<file path="config.mk">
export PLATFORM = sky130hd
export DESIGN_NAME = alu_seq_param
export DESIGN_NICKNAME = d
export VERILOG_FILES = /design/src/rtl/alu_seq_pkg.sv /design/src/rtl/alu_div_core.sv /design/src/rtl/alu_seq_param.sv
export SDC_FILE = /design/constraint.sdc
export NUM_CORES = 1
export LEC_CHECK = 0
export CORE_MARGIN = 2
export CORE_UTILIZATION = 50
export CTS_BUF_LIST = sky130_fd_sc_hd__clkbuf_2 sky130_fd_sc_hd__clkbuf_4 sky130_fd_sc_hd__clkbuf_8
export DETAILED_ROUTE_END_ITERATION = 10
export GPL_ROUTABILITY_DRIVEN = 0
export GPL_TIMING_DRIVEN = 0
export HOLD_SLACK_MARGIN = 0.06
export PLACE_DENSITY = 0.72
export SLEW_MARGIN = 30
export SYNTH_ARGS = -nofsm -noshare
export SYNTH_HDL_FRONTEND = slang
export SYNTH_SLANG_ARGS = --single-unit
export TNS_END_PERCENT = 20
</file>
<file path="constraint.sdc">
create_clock -name clk -period 4.4 [get_ports clk]
set_clock_uncertainty 0.2 [all_clocks]
set_input_delay 0.44 -clock clk [delete_from_list [all_inputs] [get_ports clk]]
set_output_delay 0.44 -clock clk [all_outputs]
set_load 0.005 [all_outputs]
</file>
<file path="src/rtl/alu_seq_pkg.sv">
// rtl/alu_seq_pkg.sv - op encodings, FSM states and op-class helpers for alu_seq_param
package alu_seq_pkg;

  localparam logic [2:0] ALU_ADD  = 3'b000;
  localparam logic [2:0] ALU_SUB  = 3'b001;
  localparam logic [2:0] ALU_SMUL = 3'b010;
  localparam logic [2:0] ALU_UMUL = 3'b011;
  localparam logic [2:0] ALU_UDIV = 3'b100;
  localparam logic [2:0] ALU_SDIV = 3'b101;

  typedef enum logic [2:0] {
    S_IDLE,
    S_LOADQ,
    S_EXEC,
    S_FIX,
    S_OUT1,
    S_OUT2
  } state_t;

  function automatic logic is_div(input logic [2:0] op);
    return (op == ALU_UDIV) || (op == ALU_SDIV);
  endfunction

  function automatic logic is_mul(input logic [2:0] op);
    return (op == ALU_SMUL) || (op == ALU_UMUL);
  endfunction

  function automatic logic is_legal(input logic [2:0] op);
    return op[2:1] != 2'b11;
  endfunction

endpackage

</file>
<file path="src/rtl/alu_div_core.sv">
// rtl/alu_div_core.sv - restoring divider on magnitudes, one bit per cycle, then a sign-fix cycle
module alu_div_core #(
  parameter int W = 8
) (
  input  logic         clk,
  input  logic         rst,
  input  logic         start,
  input  logic         sgn,
  input  logic [W-1:0] dividend,
  input  logic [W-1:0] divisor,
  output logic         done,
  output logic [W-1:0] quotient,
  output logic [W-1:0] remainder
);

  localparam int CW = $clog2(W) + 1;

  logic [W-1:0]  rem, quo, dvs;
  logic [CW-1:0] cnt;
  logic          run, fix, neg_q, neg_r;
  logic [W:0]    rem_sh;
  logic [W+1:0]  diff;

  function automatic logic [W-1:0] mag(input logic [W-1:0] x, input logic s);
    return (s && x[W-1]) ? -x : x;
  endfunction

  // diff[W] can only be set together with a borrow, so testing both bits equals testing the borrow
  always_comb begin
    rem_sh = {rem, quo[W-1]};
    diff   = {1'b0, rem_sh} - {2'b00, dvs};
  end

  always_ff @(posedge clk) begin
    if (rst) begin
      rem   <= '0;
      quo   <= '0;
      dvs   <= '0;
      cnt   <= '0;
      run   <= 1'b0;
      fix   <= 1'b0;
      neg_q <= 1'b0;
      neg_r <= 1'b0;
    end else if (start) begin
      rem   <= '0;
      quo   <= mag(dividend, sgn);
      dvs   <= mag(divisor, sgn);
      neg_q <= sgn && (dividend[W-1] ^ divisor[W-1]);
      neg_r <= sgn && dividend[W-1];
      cnt   <= CW'(W - 1);
      run   <= 1'b1;
      fix   <= 1'b0;
    end else if (run) begin
      if (diff[W+1:W] == 2'b00) begin
        rem <= diff[W-1:0];
        quo <= {quo[W-2:0], 1'b1};
      end else begin
        rem <= rem_sh[W-1:0];
        quo <= {quo[W-2:0], 1'b0};
      end
      if (cnt == '0) begin
        run <= 1'b0;
        fix <= 1'b1;
      end else begin
        cnt <= cnt - 1'b1;
      end
    end else if (fix) begin
      if (neg_q) quo <= -quo;
      if (neg_r) rem <= -rem;
      fix <= 1'b0;
    end
  end

  assign done      = fix;
  assign quotient  = quo;
  assign remainder = rem;

endmodule

</file>
<file path="src/rtl/alu_seq_param.sv">
// rtl/alu_seq_param.sv - multi-cycle W-bit ALU: add/sub, Booth and shift-add multiply, restoring divide
module alu_seq_param
  import alu_seq_pkg::*;
#(
  parameter int W = 8
) (
  input  logic         clk,
  input  logic         rst,
  input  logic         start,
  input  logic [2:0]   op,
  input  logic [W-1:0] inbus,
  output logic [W-1:0] outbus,
  output logic         finish,
  output logic         busy,
  output logic         overflow,
  output logic         dbz,
  output logic         err
);

  localparam int CW = $clog2(W) + 1;

  state_t        state, state_nx;
  logic [2:0]    op_r;
  logic [W-1:0]  m, mq;
  logic [W:0]    acc;
  logic          q_1;
  logic [CW-1:0] cnt;
  logic [W-1:0]  sum;
  logic          add_ov;
  logic [W:0]    booth_a, shadd_a;
  logic          div_start, div_done;
  logic [W-1:0]  div_quo, div_rem;

  alu_div_core #(.W(W)) u_div (
    .clk       (clk),
    .rst       (rst),
    .start     (div_start),
    .sgn       (op_r == ALU_SDIV),
    .dividend  (inbus),
    .divisor   (m),
    .done      (div_done),
    .quotient  (div_quo),
    .remainder (div_rem)
  );

  // acc is one bit wider than W so the Booth partial sum and the unsigned carry never wrap
  always_comb begin
    sum     = (op_r == ALU_SUB) ? mq - m : mq + m;
    add_ov  = (op_r == ALU_SUB) ? ((mq[W-1] != m[W-1]) && (sum[W-1] != mq[W-1]))
                                : ((mq[W-1] == m[W-1]) && (sum[W-1] != mq[W-1]));
    booth_a = acc;
    case ({mq[0], q_1})
      2'b01:   booth_a = acc + {m[W-1], m};
      2'b10:   booth_a = acc - {m[W-1], m};
      default: booth_a = acc;
    endcase
    shadd_a = mq[0] ? acc + {1'b0, m} : acc;
  end

  always_ff @(posedge clk) begin
    if (rst) state <= S_IDLE;
    else     state <= state_nx;
  end

  always_comb begin
    state_nx = state;
    case (state)
      S_IDLE:  if (start) state_nx = S_LOADQ;
      S_LOADQ: begin
        if (!is_legal(op_r))                state_nx = S_IDLE;
        else if (is_div(op_r) && m == '0)   state_nx = S_OUT1;
        else                                state_nx = S_EXEC;
      end
      S_EXEC: begin
        if (!is_mul(op_r) && !is_div(op_r)) state_nx = S_OUT1;
        else if (cnt == '0)                 state_nx = is_div(op_r) ? S_FIX : S_OUT1;
      end
      S_FIX:   if (div_done) state_nx = S_OUT1;
      S_OUT1:  state_nx = (is_mul(op_r) || is_div(op_r)) ? S_OUT2 : S_IDLE;
      S_OUT2:  state_nx = S_IDLE;
      default: state_nx = S_IDLE;
    endcase
  end

  always_comb begin
    busy      = (state != S_IDLE);
    finish    = (state == S_OUT1) || (state == S_OUT2);
    div_start = (state == S_LOADQ) && is_div(op_r) && (m != '0);
    outbus    = '0;
    if (state == S_OUT1) begin
      if (is_div(op_r)) outbus = dbz ? mq : div_rem;
      else              outbus = acc[W-1:0];
    end else if (state == S_OUT2) begin
      if (is_div(op_r)) outbus = dbz ? '1 : div_quo;
      else              outbus = mq;
    end
  end

  always_ff @(posedge clk) begin
    if (rst) begin
      op_r     <= '0;
      m        <= '0;
      mq       <= '0;
      acc      <= '0;
      q_1      <= 1'b0;
      cnt      <= '0;
      overflow <= 1'b0;
      dbz      <= 1'b0;
      err      <= 1'b0;
    end else begin
      case (state)
        S_IDLE: if (start) begin
          op_r     <= op;
          m        <= inbus;
          overflow <= 1'b0;
          dbz      <= 1'b0;
          err      <= 1'b0;
        end
        S_LOADQ: begin
          mq  <= inbus;
          acc <= '0;
          q_1 <= 1'b0;
          cnt <= CW'(W - 1);
          if (!is_legal(op_r))               err <= 1'b1;
          if (is_div(op_r) && m == '0)       dbz <= 1'b1;
          if (op_r == ALU_SDIV && m == '1 && inbus == {1'b1, {(W-1){1'b0}}})
            overflow <= 1'b1;
        end
        S_EXEC: begin
          if (cnt != '0) cnt <= cnt - 1'b1;
          if (op_r == ALU_SMUL) begin
            acc <= {booth_a[W], booth_a[W:1]};
            mq  <= {booth_a[0], mq[W-1:1]};
            q_1 <= mq[0];
          end else if (op_r == ALU_UMUL) begin
            acc <= {1'b0, shadd_a[W:1]};
            mq  <= {shadd_a[0], mq[W-1:1]};
          end else if (!is_div(op_r)) begin
            acc      <= {1'b0, sum};
            overflow <= add_ov;
          end
        end
        default: ;
      endcase
    end
  end

endmodule

</file>
Word level (Yosys, flattened, before mapping)
Index checks and enable logic that the tools add are counted.
Widths: inputs -> output; s select.
{"block": "totals", "register_bits": 71, "rom_bits": 0, "mem_count": 0, "latch_bits": 0, "in_bits": 14, "mem_bits_rw": 0, "wordCells": 171, "output_inout_bits": 13}
{"block": "classes", "n_reduce_logical": 48, "magnitude_cmp": 0, "addsub": 12, "shift": 0, "bitwise_logic": 3, "eq_ne": 32, "multipliers": 0, "n_div": 0, "mux": 57}
{"op": "$mux 8", "count": 19}
{"op": "$mux 9", "count": 4}
{"op": "$pmux 9 s2", "count": 2}
{"op": "$mux 3", "count": 11}
{"op": "$neg 8->8", "count": 4}
{"op": "$ne 2x2->1 const B", "count": 9}
{"op": "$reduce_and 2->1", "count": 9}
{"op": "$eq 8x8->1 const B", "count": 2}
{"op": "$pmux 8 s2", "count": 1}
{"op": "$pmux 3 s5", "count": 1}
{"op": "$mux 1", "count": 13}
{"op": "$eq 3x2->1 const B", "count": 4}
{"op": "$eq 3x3->1 const B", "count": 4}
{"op": "$reduce_bool 3->1", "count": 4}
{"op": "$logic_and 1x1->1", "count": 11}
{"op": "$reduce_bool 2->1", "count": 5}
{"op": "$sub 9x8->10", "count": 1}
{"op": "$add 9x8->9", "count": 1}
{"op": "$add 9x9->9", "count": 1}
{"op": "$reduce_and 3->1", "count": 3}
{"op": "$sub 9x9->9", "count": 1}
{"op": "$add 8x8->8", "count": 1}
{"op": "$logic_not 4->1", "count": 2}
{"op": "$logic_not 8->1", "count": 1}
{"op": "other kinds (25)", "count": 38}

Depth between registers and ports, before layout
Gate-level depths: netlist (run 1).
{"block": "depth", "word_depth": 9, "depth_mapped": 14, "mapped_depth_nobuf": 14}

Hierarchy
Synthesis (run 1) repeated with hierarchy kept, for this count alone.
{"block": "unflattened", "hier_cells": 811, "area_unflattened_um2": 6062.1}
{"module": "alu_seq_param", "seq_area_each_um2": 780.7, "instances": 1, "cells_per_inst": 505, "area_each_um2": 3711.1}
{"module": "alu_div_core", "seq_area_each_um2": 640.6, "instances": 1, "cells_per_inst": 306, "area_each_um2": 2351.0}

Worst setup path before layout (run 1)
No wires, ideal clock.
{"block": "synth_timing", "path_kind": "reg2reg", "from": "reg m[2]", "to": "reg acc[7]", "setup_time_ns": 0.145, "path_slack_ns": 1.153, "t_arrival_ns": 2.901, "period_less_slack_ns": 3.247, "required_ns": 4.055, "stages_incl_launch_ff": 14, "n_path_buf": 1, "path_cell_list": "dfxtp_1 -> clkbuf_1 -> nor3_1 -> nor3b_1 -> nor2_1 -> xnor2_1 -> ha_1 -> a21oi_1 -> nand2_1 -> o21ai_0 -> xor3_1 -> a32o_1 -> o211ai_1 -> a311oi_2"}
{"block": "synth_via", "elab_chain_cells": 6, "elab_cells_between_ends": 12, "cone_classes": "add/sub (5); mux (7)"}
{"element": "from (decl)", "line": "alu_seq_param.sv:24", "text": "logic [W-1:0] m, mq;"}
{"element": "from (signal assigned)", "line": "alu_seq_param.sv:114", "text": "m <= inbus;"}
{"element": "$add 8x8->8 / $sub 8x8->8 (equally long branches)", "line": "alu_seq_param.sv:48", "text": "sum = (op_r == ALU_SUB) ? mq - m : mq + m;"}
{"element": "$mux 8", "line": "alu_seq_param.sv:48"}
{"element": "$mux 9", "line": "alu_seq_param.sv:138", "text": "end else if (!is_div(op_r)) begin"}
{"element": "$mux 9", "line": "alu_seq_param.sv:135", "text": "end else if (op_r == ALU_UMUL) begin"}
{"element": "$mux 9 *", "line": "alu_seq_param.sv:131", "text": "if (op_r == ALU_SMUL) begin"}
{"element": "$pmux 9 s2 *", "line": "alu_seq_param.sv:111", "text": "case (state)"}
{"element": "to (signal assigned)", "line": "alu_seq_param.sv:132", "text": "acc <= {booth_a[W], booth_a[W:1]};"}
{"element": "to (signal assigned)", "line": "alu_seq_param.sv:136", "text": "acc <= {1'b0, shadd_a[W:1]};"}
{"element": "to (signal assigned)", "line": "alu_seq_param.sv:139", "text": "acc <= {1'b0, sum};"}
{"element": "to (decl)", "line": "alu_seq_param.sv:25", "text": "logic [W:0] acc;"}
Every way passes the cells marked *; elsewhere a longest branch is shown, timed or not. The select of a mux whose other input is x is not followed.
A chain may end at the register's enable or synchronous reset.

Worst setup path in the final report (run 1)
Ends and elaborated chain as after synthesis.

==> run_results.csv, run 1 <==
group,metric,value,unit
finish,final_common_cell,"nor2_1",
critical_path,end_kind,"flip-flop",
synthesis,synth_edf_count,0,
critical_path,required,4440,ps
cts,tritoncts,"built",
finish,final_nets,904,
synthesis,synth-warning-count,0,
critical_path,path_class,"flip-flop to flip-flop",
pwr,p_comb_share,50.1,%
synthesis,ys_ff_latch,71,
sta,fmax,249,MHz
sta,setup_violations,0,
critical_path,cp-start-kind,"flip-flop",
finish,n_antenna_cell,0,
routing,via_per_inst,6.35,
synthesis,synthArstFlopShare,0,%
pwr,pwr-share-seq,28.2,%
pwr,swShare,42.2,%
critical_path,crit_path_end,"acc[7]$_SDFFE_PP0P_",
placement,hpwlAfterDp,14.9,mm
critical_path,critPathArrivalTime,4040,ps
sta,rsz0062_at_grt,"no",
critical_path,slowest_stage,"nor3_1",
routing,totalWireLength,19.5,mm
sta,min_period,4010,ps
cts,htree_num_levels,3,
floorplan,num_io_pins,27,
critical_path,reg2reg_depth,13,
routing,vias,6341,
sta,maxSlewViolCount,0,
routing,drt_pass1_iterations,6,
cts,cts-resized-gates,0,
synthesis,ys_seq_area_share,23.4,%
critical_path,max_stage_delay,680,ps
floorplan,rows,40,
global_routing,antenna_found_initial,0,
pwr,vdd_drop_max,0.000254,V
global_routing,grt-ovfl-total,0,
floorplan,die_h,114,um
finish,layout-drive-gt1-share,5.17,%
finish,syn_to_final_growth,10.8,%
synthesis,postSynthAreaPerCell,7.48,sq um
cts,clock_path_buffers,2,
critical_path,crit_chain,"clkbuf_1, nor3_1, nor3b_1, nor2_1, xnor2_1, ha_1, a21oi_1, nand2_1, o21ai_0, xor3_1, a32o_1, o211ai_1, a311oi_2",
finish,final_cell_mix,"nor2_1 (112), a21oi_1 (76), nand2_1 (74), dfxtp_1 (71), clkbuf_1 (41)",
cts,hold_buffers,0,
cts,cts_root_buffer,"clkbuf_8",
floorplan,dieArea,13000,sq um
synthesis,synth_nets,869,
cts,cts_made_buffers,9,
routing,wl_per_cell,19.5,um
critical_path,r2r-end,"acc[7]$_SDFFE_PP0P_",
pwr,p_int,1.65,mW
critical_path,crit_start,"m[2]$_SDFFE_PP0P_",
floorplan,start_util,50.9,%
cts,insertion_delay,380,ps
status,status,"complete, no violations",
pwr,p_leak,2.49,nW
global_routing,grt_max_degree,13,
finish,fin_cells,998,
sta,tns,0,ps
global_routing,grt_pass1_wl,31.1,mm
floorplan,core_region_area,11900,sq um
synthesis,yosysUniqueCellTypes,73,
cts,path_clk_slew,80,ps
sta,hold_viol,0,
synthesis,synth_cells,811,
synthesis,syn_area,6060,sq um
synthesis,synth_area_leader_cell,"dfxtp_1",
routing,drt_iter0_drc,850,
critical_path,r2r_slack,390,ps
routing,antenna_left,0,
run,cap_viol_max_count,0,
hold_path,worstHoldPathType,"flip-flop to flip-flop",
critical_path,r2r_start,"m[2]$_SDFFE_PP0P_",
critical_path,cp_max_fo,7,
sta,tightest_slew,804,ps
global_routing,first_global_vias,6079,
floorplan,die_w,114,um
global_routing,grt_use_total,30.9,%
sta,slew_headroom,46.0,%
placement,io_buffers,24,
synthesis,yosys_most_used_dff,"dfxtp_1",
cts,cts_num_sinks,71,
routing,drcViolationCount,0,
synthesis,synth_top_area_share,23.4,%
sta,period_share,91.1,%
placement,dpl.cell_count,982,
pwr,clkPwrFrac,21.8,%
hold_path,holdCritStartpoint,"u_div.dvs[0]$_SDFFE_PP0P_",
pwr,powerDensity,426,nW/um^2
cts,cts_setup_buffers,0,
pwr,switchingPower,1.21,mW
synthesis,synthTopCellsByArea,"dfxtp_1 (23%), ha_1 (8.3%), nor2_1 (6.9%)",
flip-flops by register name, indices dropped and copies added (netlist names), 3 cells and up:
register / cells
u_div.quotient: 8
state: 3
u_div.cnt: 4
acc: 9
u_div.remainder: 8
u_div.dvs: 8
m: 8
mq: 8
cnt: 4
op_r: 3
final cells by class:
class / instances / area [sq um]
buffer: 51 / 221
clock buffer: 11 / 151
clock inverter: 5 / 80.1
fill: 1131 / 5190
inverter: 35 / 131
multi-input combinational: 654 / 4290
sequential: 71 / 1420
tap: 147 / 184
timing repair buffer: 24 / 240
power groups by stage:
stage,logic [mW],clock network (mW),registers [mW]
floorplan,1.09,0,0.771
global placement,1.36,0,0.812
detailed placement,1.39,0,0.814
CTS,1.41,0.618,0.800
global route,1.57,0.651,0.810
finish,1.43,0.623,0.806
critical path, delay by kind of cell, from the launching register on:
kind            cells  cell delay [ps]
xor+xnor            2              600
flops               1              320
fa+ha+maj           1              220
buf+inv             1              230
simple gates        4             1320
compound gates      5              970
how the worst min path moves through the flow:
stage / end / slack (ps) / cells after the start
2_1_floorplan: u_div.dvs[0]$_SDFFE_PP0P_ / 240 / 2
3_3_place_gp: u_div.dvs[0]$_SDFFE_PP0P_ / 260 / 2
3_5_place_dp: q_1$_SDFFE_PP0P_ / 270 / 2
4_1_cts: q_1$_SDFFE_PP0P_ / 280 / 2
5_1_grt: u_div.dvs[0]$_SDFFE_PP0P_ / 310 / 2
6_report: u_div.dvs[0]$_SDFFE_PP0P_ / 280 / 2
cell usage after synthesis, types with 3 or more instances:
cell,count
nor2_1,112
a21oi_1,76
nand2_1,74
dfxtp_1,71
clkbuf_1,41
ha_1,40
xnor2_1,36
inv_1,35
nor3_1,33
o21ai_0,32
a211oi_1,26
nand2b_1,20
mux2i_1,17
xor2_1,16
nor2b_1,12
o21a_1,12
a311oi_1,11
nand3_1,11
o32ai_1,10
a21o_1,9
a31oi_1,8
mux2_2,7
nor4_1,7
o211ai_1,7
a22oi_1,4
fa_1,4
o21ai_1,4
o22ai_1,4
o31a_1,4
a32oi_1,3
and2_1,3
buf_1,3
buf_2,3
buf_6,3
nand3b_1,3
per-layer routing:
metal  global-route usage [%]  routed length, um  vias to the layer above  part of all wire, %
met2                     50.4               8880                      308                   46
met3                     5.19               1440                       68                  7.4
met5                        0                  0                        -                    0
met4                     13.9                895                        0                  4.6
met1                     40.2               8280                     2989                   42
li1                         -                  -                     2976                    -
per-stage QoR:
step	util (%)	cell area, sq um	hold WS (ps)	setup slack [ps]	total power [mW]
finish	56.4	6720	282	392	2.86
global route	56.4	6720	309	150	3.03
CTS	56.4	6720	280	473	2.82
detailed placement	54.5	6490	269	499	2.20
global placement	54.5	6490	261	611	2.17
floorplan	-	6060	240	1150	1.86
logic make-up after synthesis:
family	after synthesis	synth area share (%)
simple gates	294	22.8
compound gates	237	26.0
buf+inv	86	5.82
flops	71	23.4
xor+xnor	54	8.17
fa+ha+maj	45	9.74
mux	24	4.11
No activity file was read; power rests on OpenSTA's default activity.
==> inputs of run 2 (changes only) <==
Settings changed: SETUP_SLACK_MARGIN set to 0.3, SKIP_CTS_REPAIR_TIMING set to 1.
==> run 2 against run 1 <==
Combinational power about the same. Wire length increased by 0.35%. Via count decreased by 0.28%. Final cell count unchanged. Highest routed layer unchanged. Core utilization increased by 0.094 points. Setup slack improved by 200 ps. Sequential share of layout area about the same.
==> run_results.csv, run 2 (synthesized netlist as in run 1, its figures left out) <==
group,metric,value,unit
status,status,"complete, no violations",
routing,drt_iter0_drc,872,
cts,tritoncts,"built",
pwr,powerDensity,426,nW/um^2
floorplan,die_h,114,um
cts,cts_made_buffers,9,
critical_path,cp-start-kind,"flip-flop",
hold_path,holdCritStartpoint,"u_div.dvs[0]$_SDFFE_PP0P_",
placement,dpl.cell_count,982,
routing,antenna_left,0,
cts,insertion_delay,380,ps
critical_path,crit_chain,"clkbuf_1, nand2b_1, clkbuf_1, buf_1, nor3_1, o32ai_1, clkdlybuf4s50_1",
global_routing,grt_pass1_wl,31.1,mm
sta,hold_viol,0,
pwr,p_comb_share,50.2,%
finish,final_cell_mix,"nor2_1 (112), a21oi_1 (76), nand2_1 (74), dfxtp_1 (71), clkbuf_1 (41)",
finish,final_common_cell,"nor2_1",
cts,path_clk_slew,80,ps
critical_path,r2r_slack,650,ps
finish,syn_to_final_growth,11.0,%
run,cap_viol_max_count,0,
hold_path,worstHoldPathType,"flip-flop to flip-flop",
hold_path,hold_depth,2,
cts,cts_root_buffer,"clkbuf_8",
floorplan,start_util,50.9,%
cts,clock_path_buffers,2,
pwr,vdd_drop_max,0.000255,V
sta,fmax,263,MHz
global_routing,grt_max_degree,13,
sta,period_share,86.5,%
critical_path,r2r_start,"m[2]$_SDFFE_PP0P_",
pwr,pwr-share-seq,28.1,%
pwr,p_leak,2.49,nW
floorplan,core_region_area,11900,sq um
global_routing,grt-ovfl-total,0,
placement,hpwlAfterDp,14.9,mm
critical_path,path_class,"flip-flop to output port",
pwr,p_int,1.66,mW
sta,maxSlewViolCount,0,
sta,setup_violations,0,
critical_path,cp_max_fo,10,
sta,slew_headroom,49.2,%
pwr,switchingPower,1.21,mW
pwr,swShare,42.2,%
routing,drt_pass1_iterations,6,
routing,drcViolationCount,0,
critical_path,end_kind,"output port",
critical_path,reg2reg_depth,13,
sta,tightest_slew,762,ps
routing,wl_per_cell,19.6,um
finish,layout-drive-gt1-share,5.41,%
floorplan,rows,40,
finish,fin_cells,998,
critical_path,max_stage_delay,580,ps
sta,tns,0,ps
critical_path,path_common_cell,"clkbuf_1",
finish,top_register,"acc",
routing,vias,6323,
floorplan,die_w,114,um
floorplan,dieArea,13000,sq um
critical_path,required,3760,ps
critical_path,slowest_stage,"clkdlybuf4s50_1",
cts,htree_num_levels,3,
global_routing,antenna_found_initial,0,
finish,largest_reg_flops,9,
hold_path,min_to,"u_div.dvs[0]$_SDFFE_PP0P_",
pwr,clkPwrFrac,21.7,%
critical_path,cp_num_cells,7,
finish,fin_util,56.5,%
sta,rsz0062_at_grt,"no",
placement,io_buffers,24,
critical_path,path_buf_inv,4,
cts,cts_num_sinks,71,
finish,n_antenna_cell,0,
finish,final_nets,904,
global_routing,grt_use_total,30.9,%
routing,totalWireLength,19.6,mm
critical_path,crit_family,"buffers and inverters",
critical_path,critPathArrivalTime,3170,ps
sta,min_period,3810,ps
critical_path,r2r-end,"acc[7]$_SDFFE_PP0P_",
floorplan,num_io_pins,27,
routing,via_per_inst,6.34,
global_routing,first_global_vias,6079,
run 2: cell count changes in the layout (fill, tap and decap cells not counted):
cell	delta
nor3_1	-1
nor4_1	-1
nor3_2	+1
nor4_2	+1
run 2: how the worst max path moves through the flow:
| stage | start | endpoint | slack (ps) |
|---|---|---|---|
| 5_1_grt | m[2]$_SDFFE_PP0P_ | acc[7]$_SDFFE_PP0P_ | 400 |
| 4_1_cts | m[2]$_SDFFE_PP0P_ | acc[7]$_SDFFE_PP0P_ | 470 |
| 3_5_place_dp | m[2]$_SDFFE_PP0P_ | acc[7]$_SDFFE_PP0P_ | 500 |
| 3_3_place_gp | m[2]$_SDFFE_PP0P_ | acc[7]$_SDFFE_PP0P_ | 610 |
| 6_report | op_r[1]$_SDFFE_PP0P_ | outbus[4] | 590 |
| 2_1_floorplan | m[2]$_SDFFE_PP0P_ | acc[7]$_SDFFE_PP0P_ | 1150 |
run 2: layout make-up:
type | count | area (sq um)
clock buffer | 11 | 151
buffer | 51 | 221
tap | 147 | 184
clock inverter | 5 | 80.1
fill | 1129 | 5180
sequential | 71 | 1420
multi-input combinational | 654 | 4300
timing repair buffer | 24 | 240
inverter | 35 | 131
run 2: through the flow:
step / area, sq um / total power [mW] / setup slack, ps / hold WS (ps)
final: 6730 / 2.87 / 594 / 283
after global routing: 6730 / 3.04 / 405 / 309
after CTS: 6720 / 2.82 / 473 / 280
after detailed placement: 6490 / 2.20 / 499 / 269
after global placement: 6490 / 2.17 / 611 / 261
after floorplan: 6060 / 1.86 / 1150 / 240
run 2: per-layer routing:
layer | vias to the layer above | track usage, % | share of wire, % | wire length, um
li1 | 2983 | - | - | -
met1 | 2947 | 40.2 | 42 | 8140
met2 | 332 | 50.4 | 46 | 8940
met3 | 61 | 5.19 | 8.3 | 1630
met4 | 0 | 13.9 | 4.3 | 844
met5 | - | 0 | 0 | 0
run 2: worst reg2reg max path, stage by stage (launching register included):
cell	delay [ps]
dfxtp_1	320
clkbuf_1	250
nor3_2	430
nor3b_1	450
nor2_1	100
xnor2_1	170
ha_1	220
a21oi_1	170
nand2_1	70
o21ai_0	340
xor3_1	430
a32o_1	230
o211ai_1	110
a311oi_2	120
run 2: power groups by stage:
stage	registers (mW)	clock network, mW	logic (mW)
floorplan	0.771	0	1.09
global placement	0.812	0	1.36
CTS	0.800	0.618	1.41
detailed placement	0.814	0	1.39
finish	0.805	0.621	1.44
global route	0.810	0.651	1.58
==> inputs of run 3 (changes only) <==
Settings changed: SKIP_LAST_GASP set to 1.
==> results of run 3 <==
No change in the layout: final DEF, timing and power equal those of run 2.
